<file path="config.mk">
export PLATFORM = sky130hd
export DESIGN_NAME = recovery_sequencer_flat
export DESIGN_NICKNAME = d
export VERILOG_FILES = /design/src/rtl/ft_pkg.sv /design/src/rtl/recovery_sequencer_if.sv /design/src/rtl/halt_watchdog.sv /design/src/rtl/recovery_sequencer.sv /design/src/flat_wrapper.sv
export SDC_FILE = /design/constraint.sdc
export NUM_CORES = 1
export LEC_CHECK = 0
export BUFFER_PORTS_ARGS = -buffer_cell sky130_fd_sc_hd__buf_2
export CAP_MARGIN = 20
export CELL_PAD_IN_SITES_DETAIL_PLACEMENT = 1
export CELL_PAD_IN_SITES_GLOBAL_PLACEMENT = 2
export CORE_MARGIN = 2
export CORE_UTILIZATION = 22
export DETAILED_ROUTE_END_ITERATION = 10
export GPL_TIMING_DRIVEN = 0
export PLACE_DENSITY = 0.74
export SYNTH_ARGS = -nofsm -noshare
export SYNTH_HDL_FRONTEND = slang
export SYNTH_SLANG_ARGS = --single-unit
</file>
<file path="constraint.sdc">
create_clock -name clk_i -period 1.9 [get_ports clk_i]
set_input_delay 0.19 -clock clk_i [delete_from_list [all_inputs] [get_ports clk_i]]
set_output_delay 0.19 -clock clk_i [all_outputs]
set_load 0.01 [all_outputs]
</file>
<file path="src/rtl/ft_pkg.sv">
// Shared types and constants for the lockstep recovery sequencer.
// Holds the FSM state encoding, the register-count derivation and the replay start address.
package ft_pkg;

    typedef enum logic [2:0] {
        IDLE    = 3'd0,
        HALT    = 3'd1,
        REPLAY  = 3'd2,
        RESTORE = 3'd3,
        RESUME  = 3'd4,
        FAIL    = 3'd5
    } rec_state_e;

    // x0 is hardwired to zero in the cores, so replay starts at x1.
    localparam int REPLAY_FIRST = 1;

    function automatic int nreg_f(input int addr_width);
        return 1 << addr_width;
    endfunction

endpackage

</file>
<file path="src/rtl/recovery_sequencer_if.sv">
// Bundle between the sequencer and comparator/sgpr/spc/core debug ports.
// master = sequencer side, slave = environment driving error/acks/shadow PC.
interface recovery_sequencer_if #(
    parameter int ADDR_WIDTH = 5,
    parameter int DATA_WIDTH = 32,
    parameter int CNT_WIDTH  = 8
);
    logic                  error_i;
    logic                  halted_a_i;
    logic                  halted_b_i;
    logic [DATA_WIDTH-1:0] spc_i;
    logic                  halt_o;
    logic                  resume_o;
    logic                  replay_we_o;
    logic [ADDR_WIDTH-1:0] replay_addr_o;
    logic                  pc_we_o;
    logic [DATA_WIDTH-1:0] pc_o;
    logic                  busy_o;
    logic                  fatal_o;
    logic [CNT_WIDTH-1:0]  err_count_o;

    modport master (
        input  error_i, halted_a_i, halted_b_i, spc_i,
        output halt_o, resume_o, replay_we_o, replay_addr_o, pc_we_o, pc_o,
               busy_o, fatal_o, err_count_o
    );

    modport slave (
        output error_i, halted_a_i, halted_b_i, spc_i,
        input  halt_o, resume_o, replay_we_o, replay_addr_o, pc_we_o, pc_o,
               busy_o, fatal_o, err_count_o
    );
endinterface

</file>
<file path="src/rtl/halt_watchdog.sv">
// Counts HALT cycles spent waiting for both core acks; expired_o flags the last allowed cycle.
// expired_o is combinational on the enable so the FSM leaves HALT exactly after HALT_TIMEOUT cycles.
module halt_watchdog #(
    parameter int HALT_TIMEOUT = 16
) (
    input  logic clk_i,
    input  logic rst_i,
    input  logic clear_i,
    input  logic enable_i,
    output logic expired_o
);
    localparam int WD_WIDTH = $clog2(HALT_TIMEOUT + 1);
    localparam logic [WD_WIDTH-1:0] WD_LAST = WD_WIDTH'(HALT_TIMEOUT - 1);

    logic [WD_WIDTH-1:0] wd_q, wd_d;

    always_comb begin
        wd_d = wd_q;
        if (clear_i) begin
            wd_d = '0;
        end else if (enable_i && (wd_q != WD_LAST)) begin
            wd_d = wd_q + 1'b1;
        end
    end

    always_ff @(posedge clk_i) begin
        if (rst_i) begin
            wd_q <= '0;
        end else begin
            wd_q <= wd_d;
        end
    end

    assign expired_o = enable_i && (wd_q == WD_LAST);

endmodule

</file>
<file path="src/rtl/recovery_sequencer.sv">
// Rollback FSM: halt both cores, wait acks (watchdog-bounded), replay x1..xN-1, restore PC, resume.
// Moore outputs only; FT_ERR_COUNT_EN builds the saturating recovery counter, otherwise err_count_o is 0.
module recovery_sequencer
    import ft_pkg::*;
#(
    parameter int ADDR_WIDTH   = 5,
    parameter int DATA_WIDTH   = 32,
    parameter int HALT_TIMEOUT = 16,
    parameter int CNT_WIDTH    = 8
) (
    input  logic                 clk_i,
    input  logic                 rst_i,
    recovery_sequencer_if.master bus
);
    localparam int NREG = nreg_f(ADDR_WIDTH);
    localparam logic [ADDR_WIDTH-1:0] ADDR_FIRST = ADDR_WIDTH'(REPLAY_FIRST);
    localparam logic [ADDR_WIDTH-1:0] ADDR_LAST  = ADDR_WIDTH'(NREG - 1);

    rec_state_e            state_q, state_d;
    logic [ADDR_WIDTH-1:0] addr_q, addr_d;
    logic [DATA_WIDTH-1:0] pc_q, pc_d;
    logic                  both_acked;
    logic                  wd_expired;
    logic [CNT_WIDTH-1:0]  err_count;

    assign both_acked = bus.halted_a_i && bus.halted_b_i;

    halt_watchdog #(
        .HALT_TIMEOUT (HALT_TIMEOUT)
    ) u_halt_watchdog (
        .clk_i     (clk_i),
        .rst_i     (rst_i),
        .clear_i   (state_q == IDLE),
        .enable_i  ((state_q == HALT) && !both_acked),
        .expired_o (wd_expired)
    );

    always_ff @(posedge clk_i) begin
        if (rst_i) begin
            state_q <= IDLE;
            addr_q  <= '0;
            pc_q    <= '0;
        end else begin
            state_q <= state_d;
            addr_q  <= addr_d;
            pc_q    <= pc_d;
        end
    end

    always_comb begin
        state_d = state_q;
        addr_d  = addr_q;
        pc_d    = pc_q;
        case (state_q)
            IDLE: begin
                if (bus.error_i) begin
                    state_d = HALT;
                    pc_d    = bus.spc_i;
                end
            end
            HALT: begin
                // A simultaneous final ack wins over watchdog expiry.
                if (both_acked) begin
                    state_d = REPLAY;
                    addr_d  = ADDR_FIRST;
                end else if (wd_expired) begin
                    state_d = FAIL;
                end
            end
            REPLAY: begin
                if (addr_q == ADDR_LAST) begin
                    state_d = RESTORE;
                    addr_d  = '0;
                end else begin
                    addr_d = addr_q + 1'b1;
                end
            end
            RESTORE: state_d = RESUME;
            RESUME:  state_d = IDLE;
            FAIL:    state_d = FAIL;
            default: state_d = IDLE;
        endcase
    end

`ifdef FT_ERR_COUNT_EN
    logic [CNT_WIDTH-1:0] cnt_q, cnt_d;

    always_comb begin
        cnt_d = cnt_q;
        if ((state_q == IDLE) && bus.error_i && (cnt_q != '1)) begin
            cnt_d = cnt_q + 1'b1;
        end
    end

    always_ff @(posedge clk_i) begin
        if (rst_i) begin
            cnt_q <= '0;
        end else begin
            cnt_q <= cnt_d;
        end
    end

    assign err_count = cnt_q;
`else
    assign err_count = '0;
`endif

    always_comb begin
        bus.halt_o        = (state_q == HALT) || (state_q == REPLAY) ||
                            (state_q == RESTORE) || (state_q == FAIL);
        bus.resume_o      = (state_q == RESUME);
        bus.replay_we_o   = (state_q == REPLAY);
        bus.replay_addr_o = addr_q;
        bus.pc_we_o       = (state_q == RESTORE);
        bus.pc_o          = pc_q;
        bus.busy_o        = (state_q != IDLE);
        bus.fatal_o       = (state_q == FAIL);
        bus.err_count_o   = err_count;
    end

endmodule

</file>
<file path="src/flat_wrapper.sv">
// flat-port wrapper written by rule: the top's interface ports become plain ports
module recovery_sequencer_flat import ft_pkg::*;
#(
    parameter int ADDR_WIDTH   = 5,
    parameter int DATA_WIDTH   = 32,
    parameter int HALT_TIMEOUT = 16,
    parameter int CNT_WIDTH    = 8
)
  (clk_i, rst_i, bus_error_i, bus_halted_a_i, bus_halted_b_i, bus_spc_i, bus_halt_o, bus_resume_o, bus_replay_we_o, bus_replay_addr_o, bus_pc_we_o, bus_pc_o, bus_busy_o, bus_fatal_o, bus_err_count_o);
  recovery_sequencer_if #(.ADDR_WIDTH(ADDR_WIDTH), .DATA_WIDTH(DATA_WIDTH), .CNT_WIDTH(CNT_WIDTH)) bus_i ();
  input  logic clk_i;
  input  logic rst_i;
  input wire logic [$bits(bus_i.error_i)-1:0] bus_error_i;
  input wire logic [$bits(bus_i.halted_a_i)-1:0] bus_halted_a_i;
  input wire logic [$bits(bus_i.halted_b_i)-1:0] bus_halted_b_i;
  input wire logic [$bits(bus_i.spc_i)-1:0] bus_spc_i;
  output wire logic [$bits(bus_i.halt_o)-1:0] bus_halt_o;
  output wire logic [$bits(bus_i.resume_o)-1:0] bus_resume_o;
  output wire logic [$bits(bus_i.replay_we_o)-1:0] bus_replay_we_o;
  output wire logic [$bits(bus_i.replay_addr_o)-1:0] bus_replay_addr_o;
  output wire logic [$bits(bus_i.pc_we_o)-1:0] bus_pc_we_o;
  output wire logic [$bits(bus_i.pc_o)-1:0] bus_pc_o;
  output wire logic [$bits(bus_i.busy_o)-1:0] bus_busy_o;
  output wire logic [$bits(bus_i.fatal_o)-1:0] bus_fatal_o;
  output wire logic [$bits(bus_i.err_count_o)-1:0] bus_err_count_o;
  assign bus_i.error_i = bus_error_i;
  assign bus_i.halted_a_i = bus_halted_a_i;
  assign bus_i.halted_b_i = bus_halted_b_i;
  assign bus_i.spc_i = bus_spc_i;
  assign bus_halt_o = bus_i.halt_o;
  assign bus_resume_o = bus_i.resume_o;
  assign bus_replay_we_o = bus_i.replay_we_o;
  assign bus_replay_addr_o = bus_i.replay_addr_o;
  assign bus_pc_we_o = bus_i.pc_we_o;
  assign bus_pc_o = bus_i.pc_o;
  assign bus_busy_o = bus_i.busy_o;
  assign bus_fatal_o = bus_i.fatal_o;
  assign bus_err_count_o = bus_i.err_count_o;
  recovery_sequencer #(.ADDR_WIDTH(ADDR_WIDTH), .DATA_WIDTH(DATA_WIDTH), .HALT_TIMEOUT(HALT_TIMEOUT), .CNT_WIDTH(CNT_WIDTH)) u_core (.clk_i(clk_i), .rst_i(rst_i), .bus(bus_i));
endmodule
</file>
==> summary.txt <==
Combinational family with the most area after synthesis: simple AND/OR/NAND/NOR gates
Clock tree from TritonCTS: built
Via count of the first global-routing pass: 1,828
Final routed wirelength across all metal layers: 5590 µm
Die Footprint: 9180 µm²
Fin. max-slew vios: 0
Gr usage total: 12.1%
Final global-route overflow total: 0
Destination of the worst register-to-register timing path: u_core.u_halt_watchdog.wd_q[3]
Post-Synthesis Cell Area: 1850 µm²
Xor and xnor area share after synthesis: 0%
Share of the synthesized area in compound gates (AO/OA/AOI/OAI): 16.9%
Setup repair after global routing missed its margin: true
Pre-CTS WS: -231 ps
Global placer's final weighted congestion: 0.647
Vias post-DR: 1,919
Row Count: 33
Number of sinks handled by clock tree synthesis: 45
Horizontal die dimension: 95.8 µm
Avg Synthesized Cell Area: 8.03 µm²
Maximum number of pins on one net before global-route repair: 15
Number of failing hold endpoints at the final stage: 0
Mux cell area share after synthesis: 0.540%
CTS H-tree depth: 2
Layout cells sized above 1: 38.4%
Maximum buffer depth of the clock tree: 2
Logic gate share of total power: 15.6%
Most frequent standard cell in the layout excluding fill and tap cells: sky130_fd_sc_hd__buf_2
Instance area at placement: 2420 µm²
Sequential group share of total power: 48.0%
Category of the worst setup path capture point: flop
Violated checks: negative setup slack
Maximum clock rate: 503 MHz
Placeable Area: 8180 µm²
Fraction of power spent switching nets: 26.8%
Sum of buffers and inverters on the critical path: 0
Fin crit share: 105%
R2R Path Start: u_core.u_halt_watchdog.wd_q[1]
Path length in cells of the critical path: 6
Slowest cell delay on critical path: 520 ps
Ys Warns: 0
Capture point of the critical path: u_core.u_halt_watchdog.wd_q[3]
CP Max Fanout: 6
Number of clock buffers inserted by TritonCTS: 5
Layout net count: 368
Buffer cell driving the clock tree root: sky130_fd_sc_hd__clkbuf_8
Layout overhead on the synthesized area: 43.8%
Class of the most critical hold timing path: input port to flop
Clock power share: 36.4%
Number of unique standard cell types used by synthesis: 32
Sw Pwr: 572 µW
Area contributors post-synth: sky130_fd_sc_hd__dfxtp_1 49%, sky130_fd_sc_hd__nand2_1 14%, sky130_fd_sc_hd__a21oi_1 11%
Tightest Pin Transition: 514 ps
Gate count after technology mapping: 231
Vias per cell: 4.43
Sum of internal, switching and leakage power: 2130 µW
Required time of the critical path: 2140 ps
Adder and majority cell fraction of the synthesized area: 2.70%
Cell type with the largest total area after synthesis: sky130_fd_sc_hd__dfxtp_1
Crit path launch: u_core.u_halt_watchdog.wd_q[1]
Result of the run: complete, but fails checks
Clock transition at the registers of the reported paths: 90 ps
Power per cell area: 801 nW/µm²
Area fraction in and, or, nand and nor cells after synthesis: 23.7%
Antenna Violating Nets Remaining: 0
Detailed placement HPWL: 4000 µm
Max Cap Violations: 0
Commonest non-fill, non-tap cells in the layout: 79 x sky130_fd_sc_hd__buf_2, 69 x sky130_fd_sc_hd__nand2_1, 41 x sky130_fd_sc_hd__dfxtp_1
Routed length per placed instance: 12.9 µm
Number of setup violations in the final report: 2
Kind of critical path: flop to flop
DRC marker count from the first detailed-route iteration: 32
Number of register bits inferred by synthesis: 45
Io pins: 88
Startpoint type of the worst setup path: flop
Sequential fraction of the synthesis area: 48.6%
Post-layout minimum cycle time: 1990 ps
Cell type with the highest occurrence count on the critical path: sky130_fd_sc_hd__ha_4
Number of port buffers: 78
Largest vdd supply drop: 0.000244 V
Height of the die: 95.8 µm
Cells along the critical path: ha_4, and3_4, ha_4, or4b_4, or4_4, a21oi_2
TritonRoute pass-1 iters: 4
Worst relative slew slack: 65.8%
Slowest stage cell, crit path: sky130_fd_sc_hd__or4b_4
Antenna violations before repair: 0
Internal power consumption: 1560 µW
Area share of the leading cell type in the synthesized netlist: 48.6%
Clock skew after layout: 13.8 ps
Post-Route Setup TNS: -161 ps
Post-route standard cell area excluding fillers: 2670 µm²
Leakage component of the power: 0.00120 µW
Critical Path AT: 2230 ps
Global-route wire length before repair: 8550 µm
Post-route worst setup slack: -86.3 ps
Worst r2r path cells: 6
Category of cells accounting for the largest share of critical-path delay: simple AND/OR/NAND/NOR gates
Initial core utilization: 22.7%
Count of unresolved DRC violations after routing: 0
Final-layout worst hold slack: 110 ps
Worst setup slack for register-to-register paths: -90 ps
Clock network latency to the later pin of the worst-skew pair: 300 ps
# diodes: 0
-- kinds of logic (layout without fill, tap and decap cells) --
family | count (synthesis) | in the layout
adders and majority gates | 4 | 4
and+or+nand+nor | 96 | 96
buffers and inverters | 28 | 118
AOI/OAI and AO/OA | 56 | 56
other | 1 | 8
DFF | 45 | 45
muxes | 1 | 1
-- state kept, by name (all words and copies together) (netlist names) --
signal,cells
u_core.bus.pc_o,32
u_core.bus.replay_addr_o,5
u_core.state_q,3
u_core.u_halt_watchdog.wd_q,5
-- synthesized netlist by cell type (all sizes together) --
library cell,number
a2111oi,1
a211oi,1
a21oi,41
a311oi,3
a41oi,1
and2,3
and3,3
buf,9
clkbuf,14
conb,1
dfxtp,45
ha,4
inv,5
mux2i,1
nand2,69
nand2b,2
nand3,5
nand4b,1
nor2,1
nor3,1
nor3b,1
nor4b,3
o211a,1
o211ai,1
o21ai,5
o31ai,2
or3,3
or4,2
or4b,2
-- final cells by class --
| type | instances | area (µm²) |
|---|---|---|
| Sequential cell | 45 | 906 |
| Buffer | 22 | 119 |
| Clock inverter | 2 | 37.5 |
| Multi-Input combinational cell | 165 | 943 |
| Tap cell | 105 | 131 |
| Timing Repair Buffer | 83 | 428 |
| Clock buffer | 6 | 82.6 |
| Fill cell | 1033 | 5510 |
| Inverter | 5 | 18.8 |
-- stage by stage --
| step | util [%] | instances |
|---|---|---|
| final | 32.6 | 433 |
| after detailed placement | 29.6 | 421 |
| after floorplan | - | 238 |
| after CTS | 32.0 | 433 |
| after global routing | 32.6 | 433 |
| after global placement | 29.6 | 421 |
-- power groups by stage --
stage	Combinational [µW]	Clock, µW	Sequential, µW
finish	332	777	1030
global route	378	848	1030
CTS	339	816	1030
detailed placement	326	0	1050
global placement	321	0	1040
floorplan	163	0	1070
-- how the worst min path moves through the flow --
stage,to,slack [ps],startpoint,depth (start not counted)
after floorplan,u_core.bus.pc_o[0],330,bus_spc_i[0],2
after global placement,u_core.bus.pc_o[8],430,bus_spc_i[8],3
after detailed placement,u_core.bus.pc_o[16],440,bus_spc_i[16],3
after CTS,u_core.bus.pc_o[8],100,bus_spc_i[8],3
after global routing,u_core.bus.pc_o[3],100,bus_spc_i[3],3
final,u_core.bus.pc_o[8],110,bus_spc_i[8],3
-- worst min-delay path, cell delays in order --
cell                      delay, ps
sky130_fd_sc_hd__buf_2           90
sky130_fd_sc_hd__nand2_1         40
sky130_fd_sc_hd__a21oi_1         50
-- layer usage --
| layer | vias up | track usage, % | wire length [µm] | share of wire (%) |
|---|---|---|---|---|
| met1 | 898 | 14.5 | 2460 | 44 |
| met3 | 7 | 3.52 | 383 | 6.9 |
| met4 | 0 | 3.93 | 69 | 1.2 |
| met2 | 55 | 20.7 | 2670 | 48 |
| met5 | - | 0 | 0 | 0 |
| li1 | 959 | - | - | - |
-- timing repair --
action | CTS | global route
buffers inserted | 4 | 1
cloned | 0 | 0
setup endpoints to repair | 36 | 40
gates resized for setup | 9 | 23
endpoints found under the hold margin | 0 | 0
pin swaps | 1 | 4
hold buffers | 0 | 0
No activity file was read; power rests on OpenSTA's default activity.
